`config.mk`:
```
export PLATFORM = sky130hd
export DESIGN_NAME = score_hex_display
export DESIGN_NICKNAME = d
export VERILOG_FILES = /design/src/rtl/score_hex_display.sv
export SDC_FILE = /design/constraint.sdc
export NUM_CORES = 1
export LEC_CHECK = 0
export BUFFER_PORTS_ARGS = -buffer_cell sky130_fd_sc_hd__buf_4
export CORE_ASPECT_RATIO = 0.5
export CORE_MARGIN = 10
export CORE_UTILIZATION = 45
export CTS_CLUSTER_DIAMETER = 40
export DETAILED_ROUTE_END_ITERATION = 8
export GPL_TIMING_DRIVEN = 0
export PLACE_DENSITY = 0.65
export SYNTH_ARGS = -nofsm -noshare
export SYNTH_HDL_FRONTEND = slang
export SYNTH_SLANG_ARGS = --single-unit
```
`constraint.sdc`:
```
create_clock -name clk -period 2.44 [get_ports clk]
set_input_delay 0.488 -clock clk [delete_from_list [all_inputs] [get_ports clk]]
set_output_delay 0.488 -clock clk [all_outputs]
set_load 0.01 [all_outputs]
```
`src/rtl/score_hex_display.sv`:
```
// Converts the binary game score into four active-low 7-segment digits with an
// iterative double-dabble FSM; GAME_OVER and WIN states show fixed text instead.
module score_hex_display #(
  parameter int LZ_BLANK = 1,
  parameter int MAX_SHOW = 9999
) (
  input  logic        clk,
  input  logic        rst,
  input  logic        update,
  input  logic [15:0] score,
  input  logic [2:0]  game_state,
  output logic [6:0]  hex0,
  output logic [6:0]  hex1,
  output logic [6:0]  hex2,
  output logic [6:0]  hex3,
  output logic        busy,
  output logic        overflow
);

  typedef enum logic [1:0] {IDLE, SHIFT, DONE} state_t;

  localparam logic [15:0] MAX_VAL   = 16'(MAX_SHOW);
  localparam logic [6:0]  SEG_ZERO  = 7'b1000000;
  localparam logic [6:0]  SEG_BLANK = 7'b1111111;
  localparam logic [6:0]  BLANK_RST = (LZ_BLANK != 0) ? SEG_BLANK : SEG_ZERO;

  state_t           state_reg, state_next;
  logic [15:0]      snap_reg, snap_next;
  logic [15:0]      bcd_reg, bcd_next;
  logic [3:0]       cnt_reg, cnt_next;
  logic [2:0]       st_reg, st_next;
  logic             busy_reg, busy_next;
  logic             ovf_reg, ovf_next;
  logic             pending_reg, pending_next;
  logic [3:0][6:0]  hex_reg, hex_next;

  logic [15:0]      bcd_adj;
  logic [31:0]      shifted;
  logic [3:0]       nib_zero;
  logic [3:0]       lead_blank;
  logic [3:0][6:0]  score_seg;
  logic [3:0][6:0]  disp_seg;

  function automatic logic [6:0] seg7(input logic [3:0] d);
    case (d)
      4'd0:    seg7 = 7'b1000000;
      4'd1:    seg7 = 7'b1111001;
      4'd2:    seg7 = 7'b0100100;
      4'd3:    seg7 = 7'b0110000;
      4'd4:    seg7 = 7'b0011001;
      4'd5:    seg7 = 7'b0010010;
      4'd6:    seg7 = 7'b0000010;
      4'd7:    seg7 = 7'b1111000;
      4'd8:    seg7 = 7'b0000000;
      4'd9:    seg7 = 7'b0010000;
      default: seg7 = SEG_BLANK;
    endcase
  endfunction

  // Per-nibble add-3 correction, zero detect and digit decode.
  for (genvar gi = 0; gi < 4; gi++) begin : g_nib
    logic [3:0] nib;
    assign nib                = bcd_reg[gi*4 +: 4];
    assign bcd_adj[gi*4 +: 4] = (nib >= 4'd5) ? nib + 4'd3 : nib;
    assign nib_zero[gi]       = (nib == 4'd0);
    if (gi == 0) begin : g_units
      assign lead_blank[gi] = 1'b0;
    end else begin : g_upper
      assign lead_blank[gi] = &nib_zero[3:gi];
    end
    assign score_seg[gi] = ((LZ_BLANK != 0) && lead_blank[gi]) ? SEG_BLANK : seg7(nib);
  end

  assign shifted = {bcd_adj, snap_reg} << 1;

  always_comb begin
    case (st_reg)
      3'd1:    disp_seg = {7'b0100001, 7'b0000110, 7'b0001000, 7'b0100001};
      3'd2:    disp_seg = {7'b0100001, 7'b0100011, 7'b0101011, 7'b0000110};
      default: disp_seg = score_seg;
    endcase
  end

  always_comb begin
    state_next   = state_reg;
    snap_next    = snap_reg;
    bcd_next     = bcd_reg;
    cnt_next     = cnt_reg;
    st_next      = st_reg;
    busy_next    = busy_reg;
    ovf_next     = ovf_reg;
    pending_next = pending_reg;
    hex_next     = hex_reg;
    case (state_reg)
      IDLE: begin
        if (update || pending_reg) begin
          snap_next    = (score > MAX_VAL) ? MAX_VAL : score;
          st_next      = game_state;
          ovf_next     = (score > MAX_VAL);
          bcd_next     = '0;
          cnt_next     = '0;
          busy_next    = 1'b1;
          pending_next = 1'b0;
          state_next   = SHIFT;
        end
      end
      SHIFT: begin
        bcd_next  = shifted[31:16];
        snap_next = shifted[15:0];
        cnt_next  = cnt_reg + 4'd1;
        if (update) pending_next = 1'b1;
        if (cnt_reg == 4'd15) state_next = DONE;
      end
      DONE: begin
        // Requests seen here are still folded into pending and served next edge.
        hex_next   = disp_seg;
        busy_next  = 1'b0;
        state_next = IDLE;
        if (update) pending_next = 1'b1;
      end
      default: state_next = IDLE;
    endcase
  end

  always_ff @(posedge clk) begin
    if (rst) begin
      state_reg   <= IDLE;
      snap_reg    <= '0;
      bcd_reg     <= '0;
      cnt_reg     <= '0;
      st_reg      <= '0;
      busy_reg    <= 1'b0;
      ovf_reg     <= 1'b0;
      pending_reg <= 1'b0;
      hex_reg     <= {BLANK_RST, BLANK_RST, BLANK_RST, SEG_ZERO};
    end else begin
      state_reg   <= state_next;
      snap_reg    <= snap_next;
      bcd_reg     <= bcd_next;
      cnt_reg     <= cnt_next;
      st_reg      <= st_next;
      busy_reg    <= busy_next;
      ovf_reg     <= ovf_next;
      pending_reg <= pending_next;
      hex_reg     <= hex_next;
    end
  end

  assign hex0     = hex_reg[0];
  assign hex1     = hex_reg[1];
  assign hex2     = hex_reg[2];
  assign hex3     = hex_reg[3];
  assign busy     = busy_reg;
  assign overflow = ovf_reg;

endmodule
```
# [Word-level counts from Yosys, hierarchy flattened]
# Memories as Yosys holds them, arrays and structs flattened. A register that Yosys moved wholly into a read port is not among the register bits.
# Index checks and enable logic that the tools add are counted.
[word_totals] rom_bits=448 memories=4 output_inout_bits=30 in_bits=22 wordCells=81 register_bits=72
[classes] n_lt_le_gt_ge=5 addsub=5 muxes=31 n_reduce_logical=16 n_eq_ne=8
[mem_list] memory="(name not given)" depth=16 word_bits=7 rd=1 rd_clocked_by_memory_dff=1 write_ports=0 line_no="45" text="case (d)"
[mem_list] memory="(name not given)" depth=16 word_bits=7 rd=1 rd_clocked_by_memory_dff=1 write_ports=0 line_no="45"
[mem_list] memory="(name not given)" depth=16 word_bits=7 rd=1 rd_clocked_by_memory_dff=1 write_ports=0 line_no="45"
[mem_list] memory="(name not given)" depth=16 word_bits=7 rd=1 rd_clocked_by_memory_dff=1 write_ports=0 line_no="45"
[ops] cell="$pmux W16 S2" n=2
[ops] cell="$pmux W28 S2" n=1
[ops] cell="$mux W16" n=3
[ops] cell="$mux W4" n=12
[ops] cell="$mux W7" n=3
[ops] cell="$ge A4 B3 Y1 const B" n=4
[ops] cell="$gt A16 B14 Y1 const B" n=1
[ops] cell="$add A4 B2 Y4 const B" n=3
[ops] cell="$logic_not A4 Y1" n=3
[ops] cell="$reduce_and A2 Y1" n=5
[ops] cell="$pmux W4 S2" n=1
[ops] cell="$reduce_and A3 Y1" n=2
[ops] cell="$reduce_bool A2 Y1" n=3
[ops] cell="$add A4 B1 Y4 const B" n=1
[ops] cell="$eq A4 B4 Y1 const B" n=1
[ops] cell="$mux W2" n=2
[ops] cell="$ne A2 B2 Y1 const B" n=2
[ops] cell="$pmux W1 S2" n=2
[ops] cell="$pmux W2 S2" n=1
[ops] cell="$add A3 B2 Y3 const B" n=1
[ops] cell="$eq A3 B1 Y1 const B" n=1
[ops] cell="$eq A3 B2 Y1 const B" n=1
[ops] cell="$mux W1" n=3
[ops] cell="$mux W3" n=1
[ops] cell="6 further kinds" n=6

# [Depth between registers and ports, before layout]
[depth] ltp_word=5 ltp_mapped=14 ltp_nobuf=12

# [Worst setup path before layout]
# Ideal clock, no wire load.
[synth_timing] kind="reg2reg" from="register state_reg[0]" to="register with a tool-made name" arrival_ns=2.469 period_less_slack_ns=2.560 n_path_buf=2 setup_slack_ns=-0.120 setup_ns=0.091 required_time_ns=2.349 path_stages_with_launch=14 cell_sequence="dfxtp_1 -> inv_1 -> ha_1 -> or3b_1 -> buf_2 -> o21ai_4 -> buf_6 -> nand2_2 -> a21oi_2 -> inv_1 -> ha_1 -> nor3b_1 -> a2111oi_0 -> a311oi_1"
[synth_rtl] element="start: declaration" line_no="27" text="state_t state_reg, state_next;"
[synth_rtl] element="start signal: assignment" line_no="137" text="state_reg <= state_next;"

==> run_results.csv <==
group,metric,value,unit
clock_network,cts.sinks,100,
clock_network,cts_buffers,9,
hold_path,holdCritPathClass,"primary input to flip-flop",
setup_path,crit_path_end_kind,"flip-flop",
placed_design,dp_cells,743,
hold_path,min_from,"game_state[1]",
global_route,grt_antenna_before_repair,0,
routing,drt.antenna.violating_nets,0,
setup_path,crit_required,2650,ps
floorplan,pin_count,52,
setup_path,crit_arrival,2640,ps
global_route,grt_start_max_net_pins,20,
global_route,overflow,0,
floorplan,rows,26,
global_route,met3_usage,4.30,%
logic_synthesis,synth.largest_area_cell,"dfxtp_1",
logic_synthesis,synthAdderAreaFrac,8.78,%
routing,drc_errors,0,
sta,hold_viol_final,0,
logic_synthesis,avgSynthCellArea,8.76,um^2
clock_network,cts.clk_slew.worst_paths,80,ps
layout,syn2layout_area_growth,30.1,%
placed_design,place_congestion,0.875,
routing,firstDrtPassIters,5,
logic_synthesis,synth_edf_count,0,
logic_synthesis,yosys_warnings,0,
clock_network,cts_tree,"built",
floorplan,die_area,15600,um^2
global_route,met2_usage,26.2,%
sta,tightest_slew,801,ps
global_route,grt_pass1_vias,4303,
power,power-per-cell-area,631,nW/um^2
layout,stdcell_count,799,
floorplan,start_util,46.8,%
setup_path,critical_path.max_fanout,4,
sta,setup_viol,0,
global_route,met1_usage,22.2,%
logic_synthesis,muxShareOfSynthArea,2.07,%
layout,n_antenna_cell,0,
clock_network,hold_buffers,0,
global_route,grt_usage,16.8,%
status,status,"finished, final reports clean",
sta,timing.final.ws_setup,4.43,ps
logic_synthesis,synth_xor_area_share,0.904,%
clock_network,cts_buffer_depth,2,
setup_path,reg2reg_depth,12,
floorplan,core,10300,um^2
logic_synthesis,ys_types,66,
floorplan,die_w,167,um
job,drv_cap,0,
global_route,top_usage_layer,"met2",
setup_path,crit_type,"flip-flop to flip-flop",
sta,rsz0062_at_grt,"yes",
logic_synthesis,yosysSeqAreaShare,41.3,%
floorplan,die_h,93.4,um
logic_synthesis,syn_inst,553,
routing,via_per_inst,5.55,
routing,drtIter0Drc,283,
sta,fin_crit,2440,ps
clock_network,ctsHtreeMaxLevel,3,
routing,vias,4438,
logic_synthesis,netlist.area_leader.share,41.3,%
sta,finClkSkew,9.72,ps
clock_network,clockRootBuffer,"clkbuf_16",
logic_synthesis,ys_ff_latch,100,
logic_synthesis,synth_ff_type,"dfxtp_1",
placed_design,hpwl,9290,um
sta,relSlewSlack,46.3,%
placed_design,portBuffers,50,
logic_synthesis,synth_top_family_by_area,"compound AO/OA/AOI/OAI gates",
setup_path,cp-startpoint,"state_reg[1]$_SDFFE_PP0P_",
setup_path,r2r_slack,4,ps
sta,fmax,411,MHz
sta,min_period_over_period,99.8,%
logic_synthesis,synth_area,4850,um^2
placed_design,place_ws,-683,ps
layout,drive_gt1_share,27.2,%
setup_path,rr_startpoint,"state_reg[1]$_SDFFE_PP0P_",
sta,hold_ws,365,ps
logic_synthesis,yosys.area_share.simple,18.6,%
global_route,grt_pass1_wl,21500,um
clock_network,clk_latency,360,ps
sta,slew_viol_final,0,
power,ir_drop,0.000309,V
logic_synthesis,synthTopCellsByArea,"dfxtp_1, ha_1, a21oi_1",
logic_synthesis,syn_nets,609,
power,p_leak,2.57,nW
logic_synthesis,synth_compound_area_share,23.4,%
routing,totalWireLength,13400,um
logic_synthesis,synthArstFlopShare,0,%
routing,wl_per_cell,16.8,um
setup_path,start_kind,"flip-flop",
layout,finalNetCount,710,
-- area by class of cell --
| type | count | area [um^2] |
|---|---|---|
| clock buffers | 9 | 225 |
| multi-input cells | 393 | 2820 |
| plain buffers | 28 | 161 |
| well taps | 140 | 175 |
| fillers | 921 | 4040 |
| clock inverters | 7 | 88.8 |
| inverters | 31 | 116 |
| flip-flops and latches | 100 | 2010 |
| repair buffers | 91 | 717 |
-- critical path, cell delays in order, from the launching register on --
cell	delay [ps]
dfxtp_2	340
inv_2	80
ha_4	150
or3b_4	410
o21ai_4	90
buf_8	140
buf_12	110
a221oi_4	80
nor2_4	200
ha_4	180
nor3b_2	50
a2111oi_1	360
a311oi_1	100
-- cells by family after synthesis --
| logic type | count (synthesis) |
|---|---|
| AOI/OAI and AO/OA | 160 |
| xor gates and xnor gates | 5 |
| adders and majority gates | 34 |
| buffers and inverters | 60 |
| DFF | 100 |
| muxes | 10 |
| and+or+nand+nor | 184 |
-- per-stage QoR --
| stage | power, W | utilization [%] | setup TNS, ps | area, um^2 |
|---|---|---|---|---|
| after floorplan | 0.00212 | - | 0 | 4860 |
| after global placement | 0.00228 | 52.3 | -12940 | 5410 |
| after detailed placement | 0.00229 | 52.3 | -13560 | 5410 |
| after CTS | 0.00388 | 57.9 | 0 | 5990 |
| after global routing | 0.00414 | 60.9 | -308 | 6300 |
| final | 0.00398 | 60.9 | 0 | 6300 |
-- routing by layer --
metal	routed length [um]	share of wire [%]
met4	259	1.9
met2	5860	44
met1	6630	49
met3	683	5.1
met5	0	0
-- power breakdown --
part | switching [W] | leakage (nW) | internal, W
registers | 0.0000427 | 0.813 | 0.00170
logic | 0.000405 | 1.61 | 0.000318
clock network | 0.000690 | 0.152 | 0.000822
-- worst min path at each step --
stage	endpoint	slack, ps	depth (start not counted)
final	st_reg[1]$_SDFFE_PP0P_	360	3
after global routing	st_reg[2]$_SDFFE_PP0P_	390	3
after CTS	st_reg[2]$_SDFFE_PP0P_	360	3
after detailed placement	snap_reg[2]$_SDFFE_PP0N_	450	2
after global placement	snap_reg[8]$_SDFFE_PP0N_	450	2
after floorplan	hex1[2]$_SDFFE_PP1P_	430	2
-- what timing repair did --
action / 4_1_cts / 5_1_grt
pin swaps: 7 / 19
endpoints found under the setup margin: 38 / 39
resized for setup: 45 / 31
setup buffers: 16 / 24
cloned: 0 / 1
endpoints found under the hold margin: 0 / 0
-- synthesized netlist by cell type, types with 2 or more instances --
library cell / number
buf_2: 4
a21oi_1: 46
o221ai_1: 7
xnor2_1: 3
or2_1: 2
ha_1: 34
nand4_1: 2
or2_2: 2
xor2_1: 2
a2111oi_0: 4
nand2_1: 43
dfxtp_1: 100
nand3_1: 13
a211oi_1: 6
and3_1: 4
and2_1: 6
buf_1: 5
nor3b_1: 7
clkbuf_1: 18
inv_2: 4
o32ai_1: 8
a21oi_2: 3
a22oi_1: 8
a31oi_1: 3
a221o_1: 3
nor2b_1: 2
nand2_2: 2
a21boi_0: 5
nor2_1: 58
a221oi_2: 3
a221oi_1: 7
nor3_1: 22
nand2b_1: 10
o21ai_0: 32
a21o_1: 9
mux2i_1: 10
inv_1: 27
-- placed cells by master, fill, tap and decap left out, types with 4 or more instances in the layout --
| cell | netlist | routed |
|---|---|---|
| ha_1 | 34 | 29 |
| a221oi_1 | 7 | 7 |
| buf_1 | 5 | 4 |
| inv_1 | 27 | 21 |
| nand2b_1 | 10 | 9 |
| and3_1 | 4 | 4 |
| dfxtp_1 | 100 | 97 |
| o21ai_0 | 32 | 27 |
| mux2i_1 | 10 | 10 |
| nand2_1 | 43 | 42 |
| a22oi_1 | 8 | 7 |
| buf_4 | 1 | 89 |
| a211oi_1 | 6 | 6 |
| nor2_1 | 58 | 55 |
| o32ai_1 | 8 | 8 |
| nand3_1 | 13 | 13 |
| clkbuf_16 | 0 | 10 |
| o221ai_1 | 7 | 7 |
| a21oi_1 | 46 | 45 |
| nor3b_1 | 7 | 5 |
| clkbuf_1 | 18 | 12 |
| inv_2 | 4 | 10 |
| nor3_2 | 1 | 4 |
| nor3_1 | 22 | 19 |
| a21o_1 | 9 | 9 |
| and2_1 | 6 | 6 |
| o21ai_1 | 1 | 4 |
No activity file was read; power rests on OpenSTA's default activity.
